===== src/rtl/core_v_mcu_pkg.sv =====
// rtl/core_v_mcu_pkg.sv - shared register-bus types, peripheral map and demux constants
package core_v_mcu_pkg;

  typedef struct packed {
    logic [31:0] idx;
    logic [31:0] start_addr;
    logic [31:0] end_addr;
  } rule_t;

  typedef struct packed {
    logic [31:0] addr;
    logic        write;
    logic [31:0] wdata;
    logic [3:0]  wstrb;
    logic        valid;
  } reg_req_t;

  typedef struct packed {
    logic [31:0] rdata;
    logic        error;
    logic        ready;
  } reg_rsp_t;

  typedef enum logic [1:0] {
    ST_IDLE,
    ST_FWD,
    ST_RESP
  } demux_state_e;

  localparam int unsigned NumPeriphs     = 4;
  localparam int unsigned SocCtrlIdx     = 0;
  localparam int unsigned BootRomIdx     = 1;
  localparam int unsigned FastIntrCtrlIdx = 2;
  localparam int unsigned UartIdx        = 3;

  localparam int unsigned RegTimeoutCycles = 255;

  // Listed from the highest array position down to position 0.
  localparam rule_t [NumPeriphs-1:0] PeriphAddrMap = '{
    '{idx: 32'(UartIdx),         start_addr: 32'h1000_3000, end_addr: 32'h1000_4000},
    '{idx: 32'(FastIntrCtrlIdx), start_addr: 32'h1000_2000, end_addr: 32'h1000_3000},
    '{idx: 32'(BootRomIdx),      start_addr: 32'h1000_1000, end_addr: 32'h1000_2000},
    '{idx: 32'(SocCtrlIdx),      start_addr: 32'h1000_0000, end_addr: 32'h1000_1000}
  };

endpackage


===== src/rtl/reg_addr_decode.sv =====
// rtl/reg_addr_decode.sv - combinational priority address decoder over a rule map
module reg_addr_decode
  import core_v_mcu_pkg::*;
#(
  parameter int unsigned NumSlaves = 4,
  parameter int unsigned SelW      = (NumSlaves > 1) ? $clog2(NumSlaves) : 1,
  parameter type         rule_t    = core_v_mcu_pkg::rule_t,
  parameter rule_t [NumSlaves-1:0] AddrMap = '0
) (
  input  logic [31:0]     addr_i,
  output logic [SelW-1:0] sel_o,
  output logic            hit_o
);

  // Walk from the highest position down so the lowest matching position is applied last.
  // A matching rule with an out-of-range idx claims the address as unmapped.
  always_comb begin
    sel_o = '0;
    hit_o = 1'b0;
    for (int i = NumSlaves - 1; i >= 0; i--) begin
      if ((addr_i >= AddrMap[i].start_addr) && (addr_i < AddrMap[i].end_addr)) begin
        hit_o = (AddrMap[i].idx < NumSlaves);
        sel_o = AddrMap[i].idx[SelW-1:0];
      end
    end
  end

endmodule


===== src/rtl/periph_reg_demux.sv =====
// rtl/periph_reg_demux.sv - registered register-bus demux with decode errors
// Optional per-transaction watchdog compiled in with PERIPH_REG_DEMUX_TIMEOUT_EN.
module periph_reg_demux
  import core_v_mcu_pkg::*;
#(
  parameter int unsigned NumSlaves     = 4,
  parameter int unsigned TimeoutCycles = 255,
  parameter type         rule_t        = core_v_mcu_pkg::rule_t,
  parameter rule_t [NumSlaves-1:0] AddrMap = '0
) (
  input  logic                       clk_i,
  input  logic                       rst_ni,
  input  reg_req_t                   req_i,
  output reg_rsp_t                   rsp_o,
  output reg_req_t [NumSlaves-1:0]   slv_req_o,
  input  reg_rsp_t [NumSlaves-1:0]   slv_rsp_i,
  output logic                       decode_err_o,
  output logic                       timeout_o,
  output logic                       busy_o
);

  localparam int unsigned SelW = (NumSlaves > 1) ? $clog2(NumSlaves) : 1;

  demux_state_e    r_state, w_state_nxt;
  logic [31:0]     r_addr, r_wdata, r_rdata;
  logic [3:0]      r_wstrb;
  logic            r_write, r_error, r_decode_err, r_timeout;
  logic [SelW-1:0] r_sel, w_sel;
  logic            w_hit, w_expire, w_fwd;
  reg_rsp_t        w_slv_rsp;

  reg_addr_decode #(
    .NumSlaves (NumSlaves),
    .SelW      (SelW),
    .rule_t    (rule_t),
    .AddrMap   (AddrMap)
  ) u_decode (
    .addr_i (req_i.addr),
    .sel_o  (w_sel),
    .hit_o  (w_hit)
  );

  assign w_slv_rsp = slv_rsp_i[r_sel];
  assign w_fwd     = (r_state == ST_FWD);

`ifdef PERIPH_REG_DEMUX_TIMEOUT_EN
  localparam int unsigned CntW = $clog2(TimeoutCycles + 1);
  logic [CntW-1:0] r_cnt;

  // Held at zero outside FWD, so every forwarded transaction starts a fresh count.
  always_ff @(posedge clk_i) begin
    if (!rst_ni)                r_cnt <= '0;
    else if (!w_fwd)            r_cnt <= '0;
    else if (!w_slv_rsp.ready)  r_cnt <= r_cnt + 1'b1;
  end

  assign w_expire = (r_cnt == CntW'(TimeoutCycles));
`else
  assign w_expire = 1'b0;
`endif

  always_ff @(posedge clk_i) begin
    if (!rst_ni) r_state <= ST_IDLE;
    else         r_state <= w_state_nxt;
  end

  always_comb begin
    w_state_nxt = r_state;
    case (r_state)
      ST_IDLE: if (req_i.valid) w_state_nxt = w_hit ? ST_FWD : ST_RESP;
      ST_FWD:  if (w_slv_rsp.ready || w_expire) w_state_nxt = ST_RESP;
      ST_RESP: w_state_nxt = ST_IDLE;
      default: w_state_nxt = ST_IDLE;
    endcase
  end

  always_ff @(posedge clk_i) begin
    if (!rst_ni) begin
      r_addr       <= '0;
      r_write      <= 1'b0;
      r_wdata      <= '0;
      r_wstrb      <= '0;
      r_sel        <= '0;
      r_rdata      <= '0;
      r_error      <= 1'b0;
      r_decode_err <= 1'b0;
      r_timeout    <= 1'b0;
    end else begin
      r_decode_err <= 1'b0;
      r_timeout    <= 1'b0;
      case (r_state)
        ST_IDLE: begin
          if (req_i.valid) begin
            r_addr  <= req_i.addr;
            r_write <= req_i.write;
            r_wdata <= req_i.wdata;
            r_wstrb <= req_i.wstrb;
            r_sel   <= w_sel;
            if (!w_hit) begin
              r_rdata      <= '0;
              r_error      <= 1'b1;
              r_decode_err <= 1'b1;
            end
          end
        end
        ST_FWD: begin
          // A slave answering on the expiry cycle still completes normally.
          if (w_slv_rsp.ready) begin
            r_rdata <= w_slv_rsp.rdata;
            r_error <= w_slv_rsp.error;
          end else if (w_expire) begin
            r_rdata   <= '0;
            r_error   <= 1'b1;
            r_timeout <= 1'b1;
          end
        end
        default: ;
      endcase
    end
  end

  for (genvar g = 0; g < NumSlaves; g++) begin : g_port
    assign slv_req_o[g] = '{
      addr:  r_addr,
      write: r_write,
      wdata: r_wdata,
      wstrb: r_wstrb,
      valid: w_fwd && (r_sel == SelW'(g))
    };
  end

  assign rsp_o        = '{rdata: r_rdata, error: r_error, ready: (r_state == ST_RESP)};
  assign decode_err_o = r_decode_err;
  assign timeout_o    = r_timeout;
  assign busy_o       = (r_state != ST_IDLE);

endmodule


===== config.mk =====
export PLATFORM = sky130hd
export DESIGN_NAME = periph_reg_demux
export DESIGN_NICKNAME = d
export VERILOG_FILES = /design/src/rtl/core_v_mcu_pkg.sv /design/src/rtl/reg_addr_decode.sv /design/src/rtl/periph_reg_demux.sv
export SDC_FILE = /design/constraint.sdc
export NUM_CORES = 1
export LEC_CHECK = 0
export ABC_AREA = 0
export CAP_MARGIN = 5
export CORE_AREA = 2 2 204 206
export CTS_CLUSTER_SIZE = 25
export DETAILED_ROUTE_END_ITERATION = 7
export DIE_AREA = 0 0 206 208
export PLACE_DENSITY = 0.4
export SYNTH_ARGS = -nofsm -noshare
export SYNTH_HDL_FRONTEND = slang
export SYNTH_SLANG_ARGS = --single-unit

===== constraint.sdc =====
create_clock -name clk_i -period 1.3 [get_ports clk_i]
set_clock_uncertainty 0.1 [all_clocks]
set_input_delay 0.26 -clock clk_i [delete_from_list [all_inputs] [get_ports clk_i]]
set_output_delay 0.26 -clock clk_i [all_outputs]
set_load 0.01 [all_outputs]

==> impl_metrics.toml <==
[synth]
netlist-cell-type-count = 12
muxShareOfSynthArea = 0.1438
synth_area_sq_mm = 0.004803
synth-simple-area-share = 0.1133
synth_top_area_cell = "buf_4"
postSynthCellCount = 555
syn_area_per_cell_sq_um = 8.655
seq_area_frac_synth = 0.3001
ys_seq_elements = 72
synth_top_family_by_area = "buffers and inverters"
yosysTopAreaCellShare = 0.4017
ys_warn_count = 0
synthXorXnorAreaFrac = 0
synth_compound_area_frac = 0.001563
synth_area_leaders = "buf_4 40%, dfxtp_1 30%, mux2i_1 14%, nand2_1 11%, buf_12 2.5%"
synthAdderAreaFrac = 0

[finish]
multi_input_area_sq_mm = 0.001381
final_nets = 918
syn_to_final_growth_pct = 34.10
fin_cells = 1247
fillers = 4684
seqCellArea_sq_mm = 0.001634
layout_commonest_cell = "buf_2"
diodes = 0
fin_area_sq_mm = 0.006441
drive_above_1_share = 0.5524
layout_common_cells = "277 x buf_2, 138 x nand2_1, 69 x mux2i_1, 69 x clkdlybuf4s50_1, 42 x dfxtp_4"

[status]
status = "complete, no violations"

[critical_path]
critPathKind = "register to primary output"
r2r_cells = 4
cp.arrival_ns = 0.87
path_max_fanout = 5
endpoint_kind = "primary output"
crit_required_ns = 0.94
critical_path.top_delay_family = "flip-flops"
worst-path-buf-inv = 1
cp_slowest_cell = "dfxtp_4"
cp-start-kind = "register"
worst-path-stages = 1
cpPeakStageDelay_ns = 0.38
path_cells = "buf_2"

[die]
rows = 74
start_util = 0.1184
io_pins = 525
die_x_um = 206
dieArea_sq_mm = 0.04285
die_h_um = 208
core_sq_mm = 0.04055

[clock_tree]
cts_tree = "yes"
numCtsBuffers = 9
cts_sinks = 72
cts-htree-levels = 3
worst_skew_pair.late_latency_ns = 0.36
cts_buffer_depth = 2
root_buffer = "clkbuf_16"
clk_pin_slew_ns = 0.06

[place]
place_inst = 1227
placed_area_sq_mm = 0.007254
gp_congestion = 0.6395
dp_slack_ns = -0.3379
io_buffers = 351
dpl.hpwl_mm = 10.75

[power_and_ir_drop]
power_density_mw_per_mm2 = 1091
finalPower_w = 0.007027
ir_drop_v = 0.0006373
p_leak_nw = 3.397

[min_path]
worstHoldPathType = "input port to register"
min_path_cells = 4

[routing]
drt-initial-drc-count = 87
viasPerCell = 2.841
routedWlPerCell_um = 11.32
drc = 0
wl_mm = 14.12
vias = 3543
final_antenna_net_count = 0
dr.pass1.iters = 4

[timing]
min_period_over_period = 0.9460
period_needed_ns = 1.230
clock.fmax_ghz = 0.8131
hold_viol_final = 0
rsz0062_at_grt = "yes"
setup_ws_ns = 0.07014
finalMaxSlewViolations = 0
setup_violations = 0
whs_ns = 0.2422

[global_route]
grt_max_degree = 61
grt_remaining_overflow = 0
gr-usage-all-layers = 0.06366
grt_pass1_vias = 3395
grt_pass1_wl_mm = 20.56
antenna_found_initial = 0

[flow_run]
maxCapViolations = 0
## synthesized netlist by cell type
master	number
and2_1	2
buf_8	2
buf_12	6
buf_2	5
mux2i_1	69
conb_1	1
o21a_1	1
buf_4	257
nor2b_4	1
buf_6	1
nand2_1	138
dfxtp_1	72
## layer usage
layer / track usage / share of wire / vias to the layer above
met3: 0.02303 / 0.088 / 20
li1: - / - / 1748
met2: 0.1148 / 0.53 / 187
met4: 0.02980 / 0.024 / 0
met1: 0.06462 / 0.36 / 1588
met5: 0 / 0 / -
## final timing paths
| path | startpoint | to | slack [ns] |
|---|---|---|---|
| worst min-delay path | rst_ni | r_wdata[22] | 0.24 |
| worst max-delay path | r_addr[4] | slv_req_o[182] | 0.07 |
| worst max register to register | r_state[1] | r_wstrb[0] | 0.07 |
| worst min register to register | r_error | r_error | 0.37 |
## power by group
group | total [W] | internal, W | switching (W)
logic | 0.00160 | 0.000790 | 0.000813
registers | 0.00252 | 0.00235 | 0.000176
clock network | 0.00290 | 0.00187 | 0.00103
total | 0.00703 | 0.00500 | 0.00202
## state kept, by name, summed over array words and instances, names as in the netlist
| signal | count |
|---|---|
| r_error | 1 |
| decode_err_o | 1 |
| r_addr | 32 |
| r_state | 1 |
| r_wdata | 32 |
| r_wstrb | 4 |
| r_write | 1 |
## through the flow
step / setup TNS (ns) / utilization
after global placement: -27.69 / 0.1789
after floorplan: 0 / -
after CTS: -0.06902 / 0.1589
after detailed placement: -28.90 / 0.1789
after global routing: -0.05795 / 0.1588
final: 0 / 0.1588
## worst reg2reg max path: cells and delay by family, from the launching register on
kind,cells,cell delay [ns]
simple gates,1,0.12
flops,1,0.36
mux,1,0.20
buf+inv,2,0.36
## cells by family (layout without fill, tap and decap cells)
family	after synthesis	count (layout)
mux	69	69
flops	72	72
simple gates	141	141
other cells	1	37
compound gates	1	1
buf+inv	271	395
## repair_timing
action	4_1_cts	5_1_grt
gates resized for setup	1233	5
hold buffers	0	0
buffers inserted	6	0
setup endpoints to repair	280	13
## layout make-up
cell class              instances  share of cell area
flip-flops and latches         72              0.2537
clock buffers                  10             0.03555
clock inverters                 6             0.01671
well taps                     532              0.1033
repair buffers                379              0.3763
multi-input cells             248              0.2145
Note: power is estimated with default switching activity, not from simulation.
==> patch (same flow settings) <==
Register the inputs `req_i` and `slv_rsp_i` before use, without a reset. The logic sees them one clock later.
--- a/src/rtl/periph_reg_demux.sv
+++ b/src/rtl/periph_reg_demux.sv
@@ -23,2 +23,10 @@
 
+  reg_req_t req_q;
+  reg_rsp_t [NumSlaves-1:0] slv_rsp_q;
+
+  always_ff @(posedge clk_i) begin
+    req_q     <= req_i;
+    slv_rsp_q <= slv_rsp_i;
+  end
+
   demux_state_e    r_state, w_state_nxt;
@@ -37,3 +45,3 @@
   ) u_decode (
-    .addr_i (req_i.addr),
+    .addr_i (req_q.addr),
     .sel_o  (w_sel),
@@ -42,3 +50,3 @@
 
-  assign w_slv_rsp = slv_rsp_i[r_sel];
+  assign w_slv_rsp = slv_rsp_q[r_sel];
   assign w_fwd     = (r_state == ST_FWD);
@@ -69,3 +77,3 @@
     case (r_state)
-      ST_IDLE: if (req_i.valid) w_state_nxt = w_hit ? ST_FWD : ST_RESP;
+      ST_IDLE: if (req_q.valid) w_state_nxt = w_hit ? ST_FWD : ST_RESP;
       ST_FWD:  if (w_slv_rsp.ready || w_expire) w_state_nxt = ST_RESP;
@@ -92,7 +100,7 @@
         ST_IDLE: begin
-          if (req_i.valid) begin
-            r_addr  <= req_i.addr;
-            r_write <= req_i.write;
-            r_wdata <= req_i.wdata;
-            r_wstrb <= req_i.wstrb;
+          if (req_q.valid) begin
+            r_addr  <= req_q.addr;
+            r_write <= req_q.write;
+            r_wdata <= req_q.wdata;
+            r_wstrb <= req_q.wstrb;
             r_sel   <= w_sel;
Check against the original RTL: not equivalent (a bounded check fails within 4 cycles, from zero or initial values and one cycle with rst_ni low).
==> patch against the unedited design <==
  * Core utilization increased by 8.7 points
  * Worst setup slack worse by 0.13 ns
  * Highest routed layer is now met5
  * Sequential cell count grew 70
  * Cell area up 55%
  * Area after synthesis is 29% higher
  * Combinational power up 41%
  * Via count grew 17%
  * Power is 71% higher
  * Cell count is 6.8% higher
  * Routed wire length grew 15%
  * The flow now finishes with violations (negative setup slack)
  * Global-route usage up 0.76 points
==> patch: results <==
[worst_hold_path]
worstHoldStart = req_i[64]
min_to = req_q[64]
whs_path_depth = 1
hold_class = input port to register

[layout]
insertedDiodeCount = 0
drive_above_1_share_pct = 51.5
reg.largest.list = req_q x70, r_addr x32, r_wdata x32
layout.nets = 995

[power_and_ir_drop]
leakagePower_nw = 4.41
switching_share_pct = 26.8
ir_drop_mv = 0.779

[logic_synthesis]
synth_async_sr_flop_share_pct = 0
synthDistinctLibCells = 12
synth_area_leaders = dfxtp_1, buf_4, mux2i_1
ys_seq_area_share_pct = 45.8
ys_warn_count = 0
netlist_top_cells_count = buf_4, dfxtp_1, nand2_1

[placed_design]
place.gp.congestion = 0.636
pre_cts_slack_ns = -0.139
dp_hpwl_um = 11200
io_buffers = 351

[drt]
vias = 4130
drt_iter0_markers = 102
drt_pass1_iterations = 4
routedWlPerCell_um = 12.2

[setup_path]
rr_worst_depth = 4
r2r_end = r_addr[23]
r2r-start = r_state[1]
critPathMaxFanout = 3
ff2ff_setup_slack_ns = 0.06

[global_route]
antenna_found_initial = 1
grt_pass1_wl_um = 23100
grt_use_total_pct = 7.12
grt_pass1_vias = 4001
grt_max_degree = 57

[clock_tree]
cts_buffers = 17
h-tree-depth = 4
clock_latency_ns = 0.43
root_buffer = clkbuf_16
clk_pin_slew_ns = 0.06
cts.path.max_buffers = 2

[outcome]
status = finished with violations
failed_checks = negative setup slack

[sta]
setup_viol = 16
worst_slack_ns = -0.0575
patch: changes by cell type after synthesis, sizes merged:
cell | unedited run | this run
dfxtp | 72 | 142
patch: worst max path at each step:
stage	cells past startpoint	endpoint	slack (ns)	from
2_1_floorplan	4	r_error	0.16	r_state[1]
3_3_place_gp	1	slv_req_o[20]	-0.12	r_wdata[15]
3_5_place_dp	1	slv_req_o[20]	-0.14	r_wdata[15]
4_1_cts	2	slv_req_o[18]	-0.11	r_wdata[13]
5_1_grt	2	slv_req_o[158]	-0.12	r_wdata[13]
6_report	2	slv_req_o[158]	-0.06	r_wdata[13]
patch: area by class of cell:
class                           count  area, um^2
Clock inverter                     13         130
Clock buffer                       19         453
Multi-Input combinational cell    248        1380
Sequential cell                   142        3100
Tap cell                          532         666
Fill cell                        4273       30600
Timing Repair Buffer              378        4220
patch: critical path, cell delays in order (launching register included):
cell	delay, ns
dfxtp_2	0.33
buf_6	0.12
buf_6	0.11
patch: kinds of logic (layout without fill, tap and decap cells):
logic type | after synthesis | in the layout | share of synthesized area [%]
compound gates | 1 | 1 | 0.121
buf+inv | 271 | 410 | 34.1
flops | 142 | 142 | 45.8
mux | 69 | 69 | 11.1
other cells | 1 | 37 | 0.0604
simple gates | 141 | 141 | 8.77
patch: power groups by stage:
stage          Sequential, W  Combinational (W)  Clock [W]
4_1_cts              0.00488            0.00188    0.00511
3_3_place_gp         0.00493            0.00210          0
6_report             0.00491            0.00225    0.00483
3_5_place_dp         0.00495            0.00209          0
5_1_grt              0.00496            0.00240    0.00528
2_1_floorplan        0.00495            0.00133          0
patch: through the flow:
step | setup TNS [ns] | instance area (um^2) | util [%] | instances | hold slack [ns]
4_1_cts | -8.23 | 8830 | 21.8 | 1323 | 0.127
5_1_grt | -10.95 | 9950 | 24.5 | 1332 | 0.128
6_report | -0.268 | 9950 | 24.5 | 1332 | 0.166
2_1_floorplan | 0 | 6340 | - | 661 | 0.188
3_3_place_gp | -5.33 | 8570 | 21.1 | 1285 | 0.326
3_5_place_dp | -7.26 | 8570 | 21.1 | 1285 | 0.332
patch: repair_timing:
action                                  4_1_cts  5_1_grt
cloned                                        0        3
hold endpoints to repair                      0        0
buffers inserted                              6        6
resized for setup                          1375      181
endpoints found under the setup margin      280      316
patch: metal layers:
metal / vias to the layer above / wire [um] / part of all wire, % / GRT usage, %
li1: 1992 / - / - / -
met1: 1940 / 5840 / 36 / 6.98
met2: 184 / 8760 / 54 / 12.9
met3: 12 / 1400 / 8.6 / 3.38
met4: 2 / 194 / 1.2 / 2.51
met5: - / 11 / 0.068 / 0
